--- config.mk ---
export PLATFORM = sky130hd
export DESIGN_NAME = spi_burst_ctrl_flat
export DESIGN_NICKNAME = d
export VERILOG_FILES = /design/src/rtl/spi_pkg.sv /design/src/rtl/spi_burst_ctrl_if.sv /design/src/rtl/spi_sync_fifo.sv /design/src/rtl/spi_burst_ctrl.sv /design/src/flat_wrapper.sv
export SDC_FILE = /design/constraint.sdc
export NUM_CORES = 1
export LEC_CHECK = 0
export ABC_AREA = 1
export BUFFER_PORTS_ARGS = -buffer_cell sky130_fd_sc_hd__buf_2
export CAP_MARGIN = 20
export CORE_UTILIZATION = 30
export CTS_CLUSTER_SIZE = 40
export DETAILED_ROUTE_END_ITERATION = 10
export PLACE_DENSITY = 0.55
export SLEW_MARGIN = 20
export SYNTH_ARGS = -nofsm -noshare
export SYNTH_HDL_FRONTEND = slang
export SYNTH_SLANG_ARGS = --single-unit
export TNS_END_PERCENT = 100
--- constraint.sdc ---
create_clock -name clk -period 5.7 [get_ports clk]
set_input_delay 1.14 -clock clk [delete_from_list [all_inputs] [get_ports clk]]
set_output_delay 1.14 -clock clk [all_outputs]
set_load 0.005 [all_outputs]
--- src/rtl/spi_pkg.sv ---
// Shared types and constants for the SPI burst front end.
package spi_pkg;

    typedef enum logic [1:0] {
        IDLE      = 2'd0,
        START     = 2'd1,
        WAIT_DONE = 2'd2,
        RELEASE   = 2'd3
    } spi_state_e;

    localparam int SPI_DW    = 8;
    localparam int SPI_DEPTH = 8;

    // Substituted for a response that never arrived, keeping host byte counts aligned.
    localparam logic [SPI_DW-1:0] SPI_TMO_FILL = '1;

endpackage

--- src/rtl/spi_burst_ctrl_if.sv ---
// Host byte streams plus the spi_master start/done handshake.
// slave = controller view, master = host/spi_master side (the bench).
interface spi_burst_ctrl_if #(
    parameter int DW = 8
);
    logic          tx_valid;
    logic          tx_ready;
    logic [DW-1:0] tx_data;
    logic          rx_valid;
    logic          rx_ready;
    logic [DW-1:0] rx_data;
    logic          m_start;
    logic [DW-1:0] m_mosi_data;
    logic          m_done;
    logic [DW-1:0] m_miso_data;

    modport slave (
        input  tx_valid, tx_data, rx_ready, m_done, m_miso_data,
        output tx_ready, rx_valid, rx_data, m_start, m_mosi_data
    );

    modport master (
        output tx_valid, tx_data, rx_ready, m_done, m_miso_data,
        input  tx_ready, rx_valid, rx_data, m_start, m_mosi_data
    );
endinterface

--- src/rtl/spi_sync_fifo.sv ---
// Single-clock FIFO with first-word fall-through head; push ignored when full, pop ignored when empty.
// Head reads as zero while empty so the output has a defined reset value.
module spi_sync_fifo #(
    parameter int DEPTH = 8,
    parameter int DW    = 8
) (
    input  logic                         clk,
    input  logic                         rst,
    input  logic                         push,
    input  logic [DW-1:0]                push_dat,
    input  logic                         pop,
    output logic                         full,
    output logic                         empty,
    output logic [$clog2(DEPTH+1)-1:0]   level,
    output logic [DW-1:0]                head
);
    localparam int AW = $clog2(DEPTH);
    localparam int LW = $clog2(DEPTH+1);

    logic [DW-1:0] mem [DEPTH];
    logic [AW-1:0] wr_ptr;
    logic [AW-1:0] rd_ptr;
    logic          push_en;
    logic          pop_en;

    assign full    = (level == LW'(DEPTH));
    assign empty   = (level == '0);
    assign push_en = push && !full;
    assign pop_en  = pop && !empty;
    assign head    = empty ? '0 : mem[rd_ptr];

    always_ff @(posedge clk) begin
        if (push_en) begin
            mem[wr_ptr] <= push_dat;
        end
    end

    always_ff @(posedge clk or posedge rst) begin
        if (rst) begin
            wr_ptr <= '0;
            rd_ptr <= '0;
            level  <= '0;
        end else begin
            if (push_en) begin
                wr_ptr <= wr_ptr + 1'b1;
            end
            if (pop_en) begin
                rd_ptr <= rd_ptr + 1'b1;
            end
            if (push_en && !pop_en) begin
                level <= level + 1'b1;
            end else if (pop_en && !push_en) begin
                level <= level - 1'b1;
            end
        end
    end
endmodule

--- src/rtl/spi_burst_ctrl.sv ---
// Streams host TX bytes one at a time into spi_master and queues each reply in an RX FIFO.
// Optional SPI_BURST_TIMEOUT_EN adds a sticky err output and a WAIT_DONE watchdog.
module spi_burst_ctrl
    import spi_pkg::*;
#(
    parameter int DEPTH   = SPI_DEPTH,
    parameter int DW      = SPI_DW,
    parameter int TIMEOUT = 1024
) (
    input  logic                        clk,
    input  logic                        rst,
    spi_burst_ctrl_if.slave             bus,
    output logic                        busy,
    output logic [$clog2(DEPTH+1)-1:0]  tx_level,
    output logic [$clog2(DEPTH+1)-1:0]  rx_level
`ifdef SPI_BURST_TIMEOUT_EN
    ,
    output logic                        err
`endif
);
    if (DEPTH < 2 || (DEPTH & (DEPTH - 1)) != 0 || TIMEOUT < 1) begin : g_cfg_err
        $error("spi_burst_ctrl: DEPTH must be a power of 2 >= 2 and TIMEOUT >= 1");
    end

    spi_state_e    state;
    spi_state_e    state_nxt;
    logic          tx_full;
    logic          tx_empty;
    logic          tx_pop;
    logic [DW-1:0] tx_head;
    logic          rx_full;
    logic          rx_empty;
    logic          rx_push;
    logic [DW-1:0] rx_push_dat;
    logic          tmo_hit;

    spi_sync_fifo #(.DEPTH(DEPTH), .DW(DW)) u_tx_fifo (
        .clk      (clk),
        .rst      (rst),
        .push     (bus.tx_valid),
        .push_dat (bus.tx_data),
        .pop      (tx_pop),
        .full     (tx_full),
        .empty    (tx_empty),
        .level    (tx_level),
        .head     (tx_head)
    );

    spi_sync_fifo #(.DEPTH(DEPTH), .DW(DW)) u_rx_fifo (
        .clk      (clk),
        .rst      (rst),
        .push     (rx_push),
        .push_dat (rx_push_dat),
        .pop      (bus.rx_ready),
        .full     (rx_full),
        .empty    (rx_empty),
        .level    (rx_level),
        .head     (bus.rx_data)
    );

    assign bus.tx_ready = !tx_full;
    assign bus.rx_valid = !rx_empty;
    assign busy         = (state != IDLE) || !tx_empty;

`ifdef SPI_BURST_TIMEOUT_EN
    localparam int TW = $clog2(TIMEOUT+1);
    logic [TW-1:0] tmo_cnt;

    assign tmo_hit = (state == WAIT_DONE) && !bus.m_done && (tmo_cnt == TW'(TIMEOUT-1));

    // Held at zero outside WAIT_DONE, so it restarts on every entry.
    always_ff @(posedge clk or posedge rst) begin
        if (rst) begin
            tmo_cnt <= '0;
            err     <= 1'b0;
        end else begin
            tmo_cnt <= (state == WAIT_DONE) ? tmo_cnt + 1'b1 : '0;
            if (tmo_hit) begin
                err <= 1'b1;
            end
        end
    end
`else
    assign tmo_hit = 1'b0;
`endif

    always_comb begin
        state_nxt   = state;
        tx_pop      = 1'b0;
        rx_push     = 1'b0;
        rx_push_dat = bus.m_miso_data;
        case (state)
            IDLE: begin
                // Only issue when the reply is guaranteed an RX slot.
                if (!tx_empty && !rx_full) begin
                    tx_pop    = 1'b1;
                    state_nxt = START;
                end
            end
            START: begin
                state_nxt = WAIT_DONE;
            end
            WAIT_DONE: begin
                if (bus.m_done) begin
                    rx_push   = 1'b1;
                    state_nxt = RELEASE;
                end else if (tmo_hit) begin
                    rx_push     = 1'b1;
                    rx_push_dat = DW'(SPI_TMO_FILL);
                    state_nxt   = IDLE;
                end
            end
            RELEASE: begin
                if (!bus.m_done) begin
                    state_nxt = IDLE;
                end
            end
            default: begin
                state_nxt = IDLE;
            end
        endcase
    end

    // m_start is registered off START, so the pulse lands one cycle after the state.
    always_ff @(posedge clk or posedge rst) begin
        if (rst) begin
            state           <= IDLE;
            bus.m_start     <= 1'b0;
            bus.m_mosi_data <= '0;
        end else begin
            state       <= state_nxt;
            bus.m_start <= (state == START);
            if (tx_pop) begin
                bus.m_mosi_data <= tx_head;
            end
        end
    end
endmodule
--- src/flat_wrapper.sv ---
// flat-port wrapper written by rule: the top's interface ports become plain ports
module spi_burst_ctrl_flat import spi_pkg::*;
#(
    parameter int DEPTH   = SPI_DEPTH,
    parameter int DW      = SPI_DW,
    parameter int TIMEOUT = 1024
)
  (clk, rst, busy, tx_level, rx_level, bus_tx_valid, bus_tx_data, bus_rx_ready, bus_m_done, bus_m_miso_data, bus_tx_ready, bus_rx_valid, bus_rx_data, bus_m_start, bus_m_mosi_data);
  spi_burst_ctrl_if #(.DW(DW)) bus_i ();
  input  logic clk;
  input  logic rst;
  output logic busy;
  output logic [$clog2(DEPTH+1)-1:0] tx_level;
  output logic [$clog2(DEPTH+1)-1:0] rx_level;
  input wire logic [$bits(bus_i.tx_valid)-1:0] bus_tx_valid;
  input wire logic [$bits(bus_i.tx_data)-1:0] bus_tx_data;
  input wire logic [$bits(bus_i.rx_ready)-1:0] bus_rx_ready;
  input wire logic [$bits(bus_i.m_done)-1:0] bus_m_done;
  input wire logic [$bits(bus_i.m_miso_data)-1:0] bus_m_miso_data;
  output wire logic [$bits(bus_i.tx_ready)-1:0] bus_tx_ready;
  output wire logic [$bits(bus_i.rx_valid)-1:0] bus_rx_valid;
  output wire logic [$bits(bus_i.rx_data)-1:0] bus_rx_data;
  output wire logic [$bits(bus_i.m_start)-1:0] bus_m_start;
  output wire logic [$bits(bus_i.m_mosi_data)-1:0] bus_m_mosi_data;
  assign bus_i.tx_valid = bus_tx_valid;
  assign bus_i.tx_data = bus_tx_data;
  assign bus_i.rx_ready = bus_rx_ready;
  assign bus_i.m_done = bus_m_done;
  assign bus_i.m_miso_data = bus_m_miso_data;
  assign bus_tx_ready = bus_i.tx_ready;
  assign bus_rx_valid = bus_i.rx_valid;
  assign bus_rx_data = bus_i.rx_data;
  assign bus_m_start = bus_i.m_start;
  assign bus_m_mosi_data = bus_i.m_mosi_data;
  spi_burst_ctrl #(.DEPTH(DEPTH), .DW(DW), .TIMEOUT(TIMEOUT)) u_core (.clk(clk), .rst(rst), .bus(bus_i), .busy(busy), .tx_level(tx_level), .rx_level(rx_level));
endmodule
==> summary.txt <==
Timing
  – Worst-margin pin slew: 1010 ps
  – RSZ-0062 raised after global routing: false
  – Setup TNS: 0 ps
  – Final-report hold violation count: 0
  – Crit path time final: 3390 ps
  – Post-route clock skew: 14.7 ps
  – Setup violations, final: 0
  – Max-slew violations: 0
  – PnR worst setup slack: 2310 ps
  – Slew margin rel.: 32.3%
  – Fin crit share: 59.5%
  – Fmax achieved: 295 MHz
  – Min Hold Slack: 478 ps

Power and ir drop
  – Power density over the cells: 516 nW/um2
  – LEAKAGE: 3.58 nW
  – Worst VDD drop: 0.206 mV

Route
  – DR pass1 iterations: 5
  – Drt via density: 4.24
  – Post-route ant nets: 0
  – Initial DRC Count: 290
  – Drt total wl: 14800 um
  – Vias: 4571
  – Routed wire per std cell: 13.7 um
  – Drc violations: 0

Job
  – Max-Cap Viols: 0

GRT
  – Grt ovf: 0
  – Vias in the first global route: 4293
  – Global Route Usage Sum: 13.0%
  – Largest net degree at the start of global routing: 35
  – First-pass GRT wire length: 23500 um
  – Antenna violations before repair: 1

Synthesis
  – Post-synth ARST share: 19.5%
  – Post-synthesis cell type count: 32
  – Mapped Cells: 702
  – Post-synth net total: 739
  – Warnings from Yosys: 0
  – Sequential fraction of the synthesis area: 64.4%
  – Top cells by count, synth: 201 x nand2_1, 128 x edfxtp_1, 88 x inv_1, 85 x nor2_1, 71 x nand3_1
  – Synth top area cells: edfxtp_1 54%, dfrtp_1 11%, nand2_1 11%
  – Post-synth top flop: edfxtp_1
  – #FFs+latches synth: 159
  – Post-Syn Area: 7170 um2
  – Post-Syn Area per Cell: 10.2 um2
  – Most common cell in the synthesized netlist: nand2_1
  – Area leader, netlist: edfxtp_1
  – EDFF count, synth: 128
  – Share of the synthesized area in the top cell type: 53.6%

Placed design
  – Pre-CTS WS: 2720 ps
  – # port buffers: 48
  – Post-detail-place hpwl: 9270 um
  – Final RePlAce weighted congestion: 0.741

Finish
  – # diodes: 0
  – Final #Nets: 784
  – Filler cells: 2336
  – Multi-input gate area: 2000 um2
  – FF+latch area: 4620 um2
  – Area grow syn2layout: 14.8%
  – Share of cells above drive strength 1: 13.9%

Clocking
  – CTS tree: built
  – Clk Latency, worst-skew pair: 430 ps
  – Setup Fix Bufs, Post-CTS: 0
  – Sink Count: 159
  – Clk buf depth: 2
  – CTS Hold Buffers Added: 0
  – Htree depth: 4
  – Post-CTS sizing: 0
  – Cts bufs inserted: 17
  – Clock transition at path regs: 60 ps
  – Root Buffer: clkbuf_16

Worst setup path
  – Setup crit end kind: output port
  – Crit Path Class: flip-flop to output port
  – Startpoint Class: flip-flop
  – WP data required: 4560 ps
  – CP arrival: 2250 ps
  – Crit path max fanout: 26

Floorplanning
  – Row count: 56
  – Core area: 23500 um2
  – Die width: 157 um
  – Die area: 24500 um2
  – Die Span Y: 157 um
  – Top Ports: 49
  – Initial core utilization: 30.5%

Status
  – Outcome: finished clean

Hold path
  – Hold Crit Class: flip-flop to flip-flop
==> layer usage <==
layer  global-route usage [%]  vias to the layer above  wire, um
met1                     16.5                     2117      6670
met2                     21.7                       87      7230
li1                         -                     2356         -
met4                     4.53                        0       146
met3                     3.10                       11       727
met5                        0                        -         0
==> power by group <==
part | switching [mW] | internal [mW]
clock | 0.507 | 0.627
combinational | 0.892 | 0.539
sequential | 0.218 | 1.47
==> final cells by class <==
cell class                      count  area share (%)
Sequential cell                   159            56.1
Multi-Input combinational cell    423            24.3
Clock buffer                       17            5.17
Tap cell                          319            4.85
Inverter                           95            4.39
Timing Repair Buffer               51            3.19
Clock inverter                     15            2.01
==> stage by stage <==
step | area, um2 | total power, mW | utilization (%) | instances
3_5_place_dp | 7640 | 3.17 | 32.6 | 1047
3_3_place_gp | 7640 | 3.15 | 32.6 | 1047
5_1_grt | 8230 | 4.60 | 35.1 | 1079
6_report | 8230 | 4.25 | 35.1 | 1079
2_1_floorplan | 7170 | 2.79 | - | 702
4_1_cts | 8230 | 4.32 | 35.1 | 1079
==> worst max-delay path, cell delays in order (launching register included) <==
cell and delay (ps):
dfrtp_1 940, inv_2 260, nor2_1 180, o21ai_0 90
nand2_1 80, nor2_1 40, nor2_1 120, buf_2 120
==> registers in the layout (all words and copies together), names as in the netlist <==
name and count:
u_core.u_tx_fifo.wr_ptr 3, u_core.u_rx_fifo.mem 64, u_core.u_tx_fifo.level 4, u_core.u_rx_fifo.level 4
u_core.u_rx_fifo.wr_ptr 3, u_core.u_rx_fifo.rd_ptr 3, u_core.u_tx_fifo.rd_ptr 3, u_core.bus.m_mosi_data 8
u_core.state 2, u_core.bus.m_start 1, u_core.u_tx_fifo.mem 64
==> layout by cell type, fill, tap and decap left out, types with 5 or more instances in the layout <==
master,count
nand3_1,71
ha_1,14
edfxtp_1,128
dfrtp_1,31
o21ai_0,18
inv_8,7
nand2_1,201
nor2_1,85
buf_2,48
inv_2,5
clkbuf_16,17
xnor2_1,6
inv_1,88
==> cell families (layout without fill, tap and decap cells) <==
kind of cell | after synthesis | in the layout | synth area share, %
compound gates | 26 | 26 | 1.96
xor+xnor | 10 | 10 | 1.22
fa+ha+maj | 16 | 16 | 3.00
buf+inv | 120 | 178 | 7.68
flops | 159 | 159 | 64.4
simple gates | 371 | 371 | 21.7
==> path summary, 6_finish.rpt <==
check | start | endpoint | slack [ps] | depth (start not counted)
worst max-delay path | u_core.u_rx_fifo.rd_ptr[1] | bus_rx_data[7] | 2310 | 7
worst min-delay path | u_core.bus.m_mosi_data[6] | u_core.bus.m_mosi_data[6] | 480 | 2
worst max register to register | u_core.u_rx_fifo.level[0] | u_core.u_rx_fifo.level[3] | 3240 | 12
worst min register to register | u_core.bus.m_mosi_data[6] | u_core.bus.m_mosi_data[6] | 480 | 2
max in group asynchronous | rst | u_core.u_tx_fifo.rd_ptr[0] | 4510 | 3
min in group asynchronous | rst | u_core.bus.m_mosi_data[3] | 810 | 3
Note: power is estimated with default switching activity, not from simulation.
